==> src/rtl/fix_pkg.sv <==
// Shared FIX protocol definitions: ASCII constants, checksum-verify FSM states and verdict codes.
// Used by the checksum stage, the trailer verifier and tag parsers.
package fix_pkg;

  localparam logic [7:0] SOH     = 8'h01;
  localparam logic [7:0] CHAR_0  = 8'h30;
  localparam logic [7:0] CHAR_1  = 8'h31;
  localparam logic [7:0] CHAR_9  = 8'h39;
  localparam logic [7:0] CHAR_EQ = 8'h3D;

  // "<SOH>10=" as it appears in a left-shifting byte window, oldest byte in the MSBs
  localparam logic [31:0] TRAILER_TAG = {SOH, CHAR_1, CHAR_0, CHAR_EQ};

  typedef enum logic [2:0] {
    ST_HUNT,
    ST_DIGITS,
    ST_TERM,
    ST_WAIT_CALC,
    ST_REPORT
  } fsm_state_t;

  typedef enum logic [1:0] {
    ERR_OK       = 2'b00,
    ERR_MISMATCH = 2'b01,
    ERR_FORMAT   = 2'b10,
    ERR_TIMEOUT  = 2'b11
  } chk_err_t;

  function automatic logic is_digit(input logic [7:0] b);
    return (b >= CHAR_0) && (b <= CHAR_9);
  endfunction

endpackage

==> src/rtl/fix_tag_match.sv <==
// 4-byte shift window that flags a fixed tag; match is combinational on the byte being shifted in.
// Latency 0 (match in the accepting cycle); no backpressure, shift is gated by the caller.
module fix_tag_match #(
  parameter logic [31:0] PATTERN = 32'h0131_303D
) (
  input  logic       clk,
  input  logic       rst,
  input  logic [7:0] data,
  input  logic       shift,
  input  logic       clear,
  output logic       match
);

  logic [31:0] window;
  logic [31:0] window_next;

  assign window_next = {window[23:0], data};

  // Looking at the post-shift window lets the caller move on in the same cycle the last tag byte lands.
  assign match = shift && (window_next == PATTERN);

  always_ff @(posedge clk or posedge rst) begin
    if (rst) begin
      window <= '0;
    end else if (clear) begin
      window <= '0;
    end else if (shift) begin
      window <= window_next;
    end
  end

endmodule

==> src/rtl/fix_checksum_verify.sv <==
// Parses the FIX "10=ddd<SOH>" trailer and checks it against the computed checksum, one verdict per message.
// done_o 2 cycles after the trailer SOH when calc is available; valid_i gaps stall parsing, no backpressure.
module fix_checksum_verify
  import fix_pkg::*;
#(
  parameter int TIMEOUT = 16,
  parameter int TO_W    = $clog2(TIMEOUT + 1)
) (
  input  logic       clk,
  input  logic       rst,
  input  logic [7:0] data_i,
  input  logic       valid_i,
  input  logic [8:0] calc_checksum_i,
  input  logic       calc_valid_i,
  output logic       done_o,
  output logic       ok_o,
  output logic [1:0] err_o,
  output logic [7:0] rx_checksum_o
);

  fsm_state_t      state;
  logic [9:0]      acc;
  logic [1:0]      dcnt;
  logic            fmt_err;
  logic [TO_W-1:0] to_cnt;

  logic [8:0]      calc_q;
  logic            calc_seen;

  logic            hunt_shift;
  logic            win_clear;
  logic            tag_hit;
  logic [7:0]      digit;
  logic [9:0]      acc_next;
  logic            calc_avail;
  logic [8:0]      calc_use;
  logic            to_expired;
  chk_err_t        verdict;

  assign hunt_shift = valid_i && (state == ST_HUNT);
  assign win_clear  = (state == ST_REPORT);

  fix_tag_match #(
    .PATTERN(TRAILER_TAG)
  ) u_trailer_tag (
    .clk  (clk),
    .rst  (rst),
    .data (data_i),
    .shift(hunt_shift),
    .clear(win_clear),
    .match(tag_hit)
  );

  assign digit    = data_i - CHAR_0;
  assign acc_next = (acc * 10'd10) + {2'b00, digit};

  // A strobe in the deciding cycle is the newest value and takes precedence over the latch.
  assign calc_avail = calc_valid_i || calc_seen;
  assign calc_use   = calc_valid_i ? calc_checksum_i : calc_q;
  assign to_expired = (to_cnt == TO_W'(TIMEOUT));

  always_comb begin
    verdict = ERR_OK;
    if (fmt_err) begin
      verdict = ERR_FORMAT;
    end else if (!calc_avail) begin
      verdict = ERR_TIMEOUT;
    end else if ({1'b0, acc[7:0]} != calc_use) begin
      verdict = ERR_MISMATCH;
    end
  end

  // Calc latch is free-running; a strobe during REPORT survives the clear for the next message.
  always_ff @(posedge clk or posedge rst) begin
    if (rst) begin
      calc_q    <= '0;
      calc_seen <= 1'b0;
    end else if (calc_valid_i) begin
      calc_q    <= calc_checksum_i;
      calc_seen <= 1'b1;
    end else if (state == ST_REPORT) begin
      calc_seen <= 1'b0;
    end
  end

  always_ff @(posedge clk or posedge rst) begin
    if (rst) begin
      state         <= ST_HUNT;
      acc           <= '0;
      dcnt          <= '0;
      fmt_err       <= 1'b0;
      to_cnt        <= '0;
      done_o        <= 1'b0;
      ok_o          <= 1'b0;
      err_o         <= ERR_OK;
      rx_checksum_o <= '0;
    end else begin
      done_o <= 1'b0;
      case (state)
        ST_HUNT: begin
          if (tag_hit) begin
            state <= ST_DIGITS;
            acc   <= '0;
            dcnt  <= '0;
          end
        end

        ST_DIGITS: begin
          if (valid_i) begin
            if (is_digit(data_i)) begin
              acc  <= acc_next;
              dcnt <= dcnt + 2'd1;
              if (dcnt == 2'd2) begin
                state <= ST_TERM;
              end
            end else begin
              fmt_err <= 1'b1;
              state   <= ST_TERM;
            end
          end
        end

        ST_TERM: begin
          if (valid_i) begin
            if ((data_i != SOH) || (acc > 10'd255)) begin
              fmt_err <= 1'b1;
            end
            to_cnt <= '0;
            state  <= ST_WAIT_CALC;
          end
        end

        // Verdict is registered on the way into REPORT so done_o coincides with that state.
        ST_WAIT_CALC: begin
          if (fmt_err || calc_avail || to_expired) begin
            state         <= ST_REPORT;
            done_o        <= 1'b1;
            ok_o          <= (verdict == ERR_OK);
            err_o         <= verdict;
            rx_checksum_o <= acc[7:0];
          end else begin
            to_cnt <= to_cnt + TO_W'(1);
          end
        end

        ST_REPORT: begin
          fmt_err <= 1'b0;
          to_cnt  <= '0;
          dcnt    <= '0;
          state   <= ST_HUNT;
        end

        default: state <= ST_HUNT;
      endcase
    end
  end

endmodule

==> config.mk <==
export PLATFORM = sky130hd
export DESIGN_NAME = fix_checksum_verify
export DESIGN_NICKNAME = d
export VERILOG_FILES = /design/src/rtl/fix_pkg.sv /design/src/rtl/fix_tag_match.sv /design/src/rtl/fix_checksum_verify.sv
export SDC_FILE = /design/constraint.sdc
export NUM_CORES = 1
export LEC_CHECK = 0
export CAP_MARGIN = 30
export CORE_MARGIN = 2
export CORE_UTILIZATION = 47
export DETAILED_ROUTE_END_ITERATION = 6
export PLACE_DENSITY_LB_ADDON = 0.08
export SYNTH_ARGS = -nofsm -noshare
export SYNTH_HDL_FRONTEND = slang
export SYNTH_SLANG_ARGS = --single-unit
==> constraint.sdc <==
create_clock -name clk -period 4.1 [get_ports clk]
set_input_delay 1.025 -clock clk [delete_from_list [all_inputs] [get_ports clk]]
set_output_delay 1.025 -clock clk [all_outputs]
set_load 0.01 [all_outputs]
======== After elaboration in Yosys (flattened, before gate mapping) ========
Index checks and enable logic that the tools add are counted.
storage, ports and cells
  register bits after elaboration ......... 67
  input bits .............................. 21
cells by class
  multipliers ............................. 1
  add/subtract/negate cells ............... 4
  mux-type cells .......................... 33
  reductions and logical operators ........ 21
  magnitude comparators ................... 3
  equality and inequality tests ........... 18
operator list
  operator              number
  $mux 24               2
  $eq 32x25->1 const B  1
  $mux 10               3
  $pmux 10 s2           1
  $mux 3                6
  $ne 2x2->1 const B    8
  $pmux 5 s3            1
  $pmux 3 s4            1
  $add 10x8->10         1
  $gt 10x8->1 const B   1
  $mul 10x3->9 const B  1
  $mux 2                5
  $mux 5                2
  $reduce_and 5->1      2
  $mux 1                9
  $mux 9                1
  $ne 8x9->1            1
  $reduce_bool 3->1     3
  $ge 8x6->1 const B    1
  $le 8x6->1 const B    1
  $ne 8x1->1 const B    1
  $reduce_and 4->1      2
  $sub 8x6->8 const B   1
  $eq 3x2->1 const B    2
  16 further kinds      23

======== Depth between registers and ports, before layout ========
  depth in word-level cells ............... 6
  mapped depth ............................ 11
  depth with buffers taken out ............ 11

======== Hierarchy ========
From an unflattened synthesis, not the netlist that was laid out.
unflattened totals
  cells, all modules ...................... 364
  area, all modules ....................... 3727.3 µm²
modules (own cells, without submodules)
  module               area each (µm²)  sequential area each (µm²)  cells each  times used
  fix_checksum_verify  2652.5           1076.0                      274         1
  fix_tag_match        1074.8           600.6                       90          1

======== Least setup slack after synthesis ========
No wires, ideal clock.
  path kind ............................... input to register
  start point ............................. input calc_valid_i
  end point ............................... register err_o[0]
  path slack .............................. 1.407 ns
  library setup time ...................... 0.120 ns
  arrival ................................. 2.573 ns
  data required time ...................... 3.980 ns
  cell stages on the path ................. 7
  buffers on the path ..................... 2
  path through ............................ clkbuf_1 > clkbuf_1 > mux2_2 > xor2_1 > nor4_1 > nand3_1 > a31o_2
between the ends
  longest elaborated chain between the ends .. 5
  elaborated cells between the ends (all ways) .. 9
  classes of those cells .................. 1 x eq/ne; 4 x mux; 4 x reduce/logical
ends and longest elaborated chain
  item                  RTL line                    source
  start, declared       fix_checksum_verify.sv:14   input logic calc_valid_i,
  $mux 9                n/a
  via calc_use[0]       fix_checksum_verify.sv:36   logic [8:0] calc_use;
  $ne 8x9->1            fix_checksum_verify.sv:68   end else if ({1'b0, acc[7:0]} != calc_use) begin
  $mux 1                fix_checksum_verify.sv:68
  $mux 2                fix_checksum_verify.sv:66   end else if (!calc_avail) begin
  $mux 2                fix_checksum_verify.sv:64   if (fmt_err) begin
  end signal, assigned  fix_checksum_verify.sv:139  err_o <= verdict;
  end, declared         fix_checksum_verify.sv:17   output logic [1:0] err_o,
The timed path passes the listed nets, and every way through them passes these cells.
A chain may end at the register's enable or synchronous reset.

======== Worst setup path after layout ========
  start point ............................. input data_i[1]
  end point ............................... register acc[9]
between the ends
  longest elaborated chain between the ends .. 5
  elaborated cells between the ends (all ways) .. 13
  classes of those cells .................. 2 x add/sub; 2 x order compare; 3 x eq/ne; 3 x mux; 3 x reduce/logical
ends and longest elaborated chain
  item                  RTL line                    source
  start, declared       fix_checksum_verify.sv:11   input logic [7:0] data_i,
  $sub 8x6->8           fix_checksum_verify.sv:54   assign digit = data_i - CHAR_0;
  $add 10x8->10         fix_checksum_verify.sv:55   assign acc_next = (acc * 10'd10) + {2'b00, digit};
  $mux 10               fix_checksum_verify.sv:110  if (is_digit(data_i)) begin
  $mux 10               fix_checksum_verify.sv:109  if (valid_i) begin
  $pmux 10 s2           fix_checksum_verify.sv:99   case (state)
  end signal, assigned  fix_checksum_verify.sv:111  acc <= acc_next;
  end, declared         fix_checksum_verify.sv:22   logic [9:0] acc;
Several ways; a longest one is shown, not always the timed one. The select of a mux whose other input is x is not followed.

==> impl_results.md <==
- Synth warn: 0
- Hold endpoint: ok_o
- Worst hold stages: 2
- Post-CTS setup buffers: 0
- Setup TNS: 0 ns
- Clk buf depth: 2
- Post-cts resize count: 0
- Fmax: 327 MHz
- Cell Area, Synth: 3660 um2
- Unrepaired setup endpoints after global routing: false
- Library cells used by synthesis: 54
- GRT Residual Overflow: 0
- R2r setup slk: 1.26 ns
- Total of max-cap violations: 0
- Mapped Cells: 361
- Reg area: 1680 um2
- Global-route wire length before repair: 12800 um
- Cts-stage hold buffer count: 0
- Post-synth ARST share: 100%
- Syn nets: 407
- Leakage: 2.04 nW
- Layout cells sized above 1: 12.8%
- Commonest cells post-synth: dfrtp_1, nand2_1, o21ai_0
- Setup Skew: 0.00851 ns
- Setup CP Type: in -> reg
- Num CTS Buffers: 9
- Layout area overhead: 17.9%
- Pre-antenna DRT Iters: 5
- Clk sinks: 67
- Most frequent cell after synthesis: dfrtp_1
- CTS tree: built
- Avg Inst Size Synth: 10.2 um2
- RR Endpoint: acc[9]
- Setup violations, final: 0
- Final Core Density: 56.5%
- CP startpoint kind: input port
- Gr usage total: 19.0%
- RR Startpoint: acc[1]
- Fin crit share: 74.5%
- Beginning of the worst hold path: ok_o
- WL final: 7290 um
- EDFF count, synth: 0
- Worst Path Required: 4.32 ns
- VDD IR max: 0.000158 V
- Max_slew headroom: 43.0%
- ANT cells: 0
- Largest net degree at the start of global routing: 49
- Synth area leaders: dfrtp_1, ha_1, nand2_1
- Crit-path slowest cell: clkdlybuf4s50_1
- Multi-input gate area: 1880 um2
- Critical Path Sink Type: flip-flop
- # DRC: 0
- Outcome: finished, final reports clean
- Overall power: 1.67 mW
- Htree depth: 3
- Top Ports: 33
- Slew Limit Fails: 0
- PwrDens: 387 nW/um2
- Nets@finish: 441
- CTS root buf: clkbuf_8
- Worst path top cell family by delay: compound AO/OA/AOI/OAI gates
- Row Count: 32
- Final HPWL DP: 5310 um
- Worst stage delay on the critical path: 0.58 ns
- Detailed Route Iter0 Violations: 108
- Final Hold Fails: 0
- Gp weighted congestion: 0.827
- Minimum clock period: 3.06 ns
- Area of the core: 7650 um2
- WHS: 0.493 ns
- Vias in the first global route: 2606
- Routed vias: 2672
- Initial antenna violation count: 0
- Clock slew at reported path FFs: 0.07 ns
- Vias/cell: 5.32
- Sequential share of the synthesized area: 45.7%
- Max Fanout on Critical Path: 4
- Worst-Margin Slew: 0.854 ns
- Synthesis-stage register bit count: 67
- Hold crit path type: reg -> reg
- Main flop type after synthesis: dfrtp_1
- Worst-Skew Late Latency: 0.34 ns
- Crit-path cells: clkdlybuf4s50_1, ha_1, inv_1, fa_1, nand2b_1, a21oi_1, o211ai_1, a21boi_0, xnor2_1, a22o_2
- Biggest area consumer among synthesized cells: dfrtp_1
- Wirelength per Cell: 14.5 um
- Worst Path Arrival: 3.28 ns
- Antenna viol nets, final: 0
- Die H: 92.3 um
- # fillers: 716
- Die Footprint: 8520 um2
- Initial Utilization: 47.9%
- Port Buffers: 32
- Worst Path Buf+Inv: 2
- Die Wd: 92.3 um
- Reg2Reg Depth: 10
- Synth top area share: 45.7%
report_power, final:
| part | total, mW | switching, mW | leakage (nW) | internal [mW] |
|---|---|---|---|---|
| registers | 0.833 | 0.0729 | 0.861 | 0.760 |
| clock network | 0.624 | 0.249 | 0.113 | 0.375 |
| logic | 0.216 | 0.115 | 1.07 | 0.101 |
| total | 1.67 | 0.437 | 2.04 | 1.24 |
layout make-up:
cell class              count  area share (%)
clock buffers              12            3.59
inverters                  15            1.30
repair buffers             35            8.22
multi-input cells         267            43.4
flip-flops and latches     67            38.8
well taps                 102            2.95
clock inverters             4            1.68
through the flow:
stage	cell area, um2	instances	setup slack [ns]
after floorplan	3660	361	1.39
after global placement	4090	486	0.762
after detailed placement	4090	486	0.678
after CTS	4320	502	1.04
after global routing	4320	502	0.837
final	4320	502	1.04
registers in the layout, indices dropped and copies added, names as in the netlist, 2 cells and up:
register / cells
u_trailer_tag.window: 24
dcnt: 2
calc_q: 9
err_o: 2
acc: 10
to_cnt: 5
state: 3
rx_checksum_o: 8
how the worst max path moves through the flow:
stage                     depth (start not counted)  slack [ns]          from      to
after CTS                                        10        1.04     data_i[1]  acc[9]
after floorplan                                   1        1.39           rst  acc[0]
after detailed placement                         10        0.68     data_i[1]  acc[9]
after global routing                              6        0.84  calc_valid_i    ok_o
after global placement                           10        0.76     data_i[1]  acc[9]
final                                            10        1.04     data_i[1]  acc[9]
cell usage in the layout (no fill, tap or decap), types with 4 or more instances in the layout:
master           instances
xor2_1                  13
a21o_1                   4
inv_1                   14
clkdlybuf4s50_1         32
nand2_1                 55
a22o_2                   7
ha_1                    23
xnor2_1                 10
nand4_1                  6
mux2_2                  17
nor2_1                  24
nor3_1                   6
o21ai_0                 30
a21oi_1                 18
dfrtp_1                 67
clkbuf_8                11
nand2b_1                 5
metal layers:
metal	part of all wire, %	vias up	track usage (%)	routed length [um]
li1	-	1336	-	-
met1	54	1291	28.8	3910
met2	43	37	27.3	3110
met3	2.7	8	4.23	196
met4	1.1	0	5.72	83
met5	0	-	0	0
tightest hold or removal path, cell delays in order, from the launching register on:
cell      delay, ns
dfrtp_1        0.35
nand2b_1       0.06
o41ai_1        0.05
logic make-up (layout without fill, tap and decap cells):
group           after synthesis  count (layout)  share of synthesized area, %
simple gates                120             120                          16.2
compound gates               79              79                          14.2
flops                        67              67                          45.7
buf+inv                      27              66                          3.04
fa+ha+maj                    25              25                          8.95
xor+xnor                     23              23                          5.50
mux                          20              20                          6.32
Power figures use the tool's default switching activity.
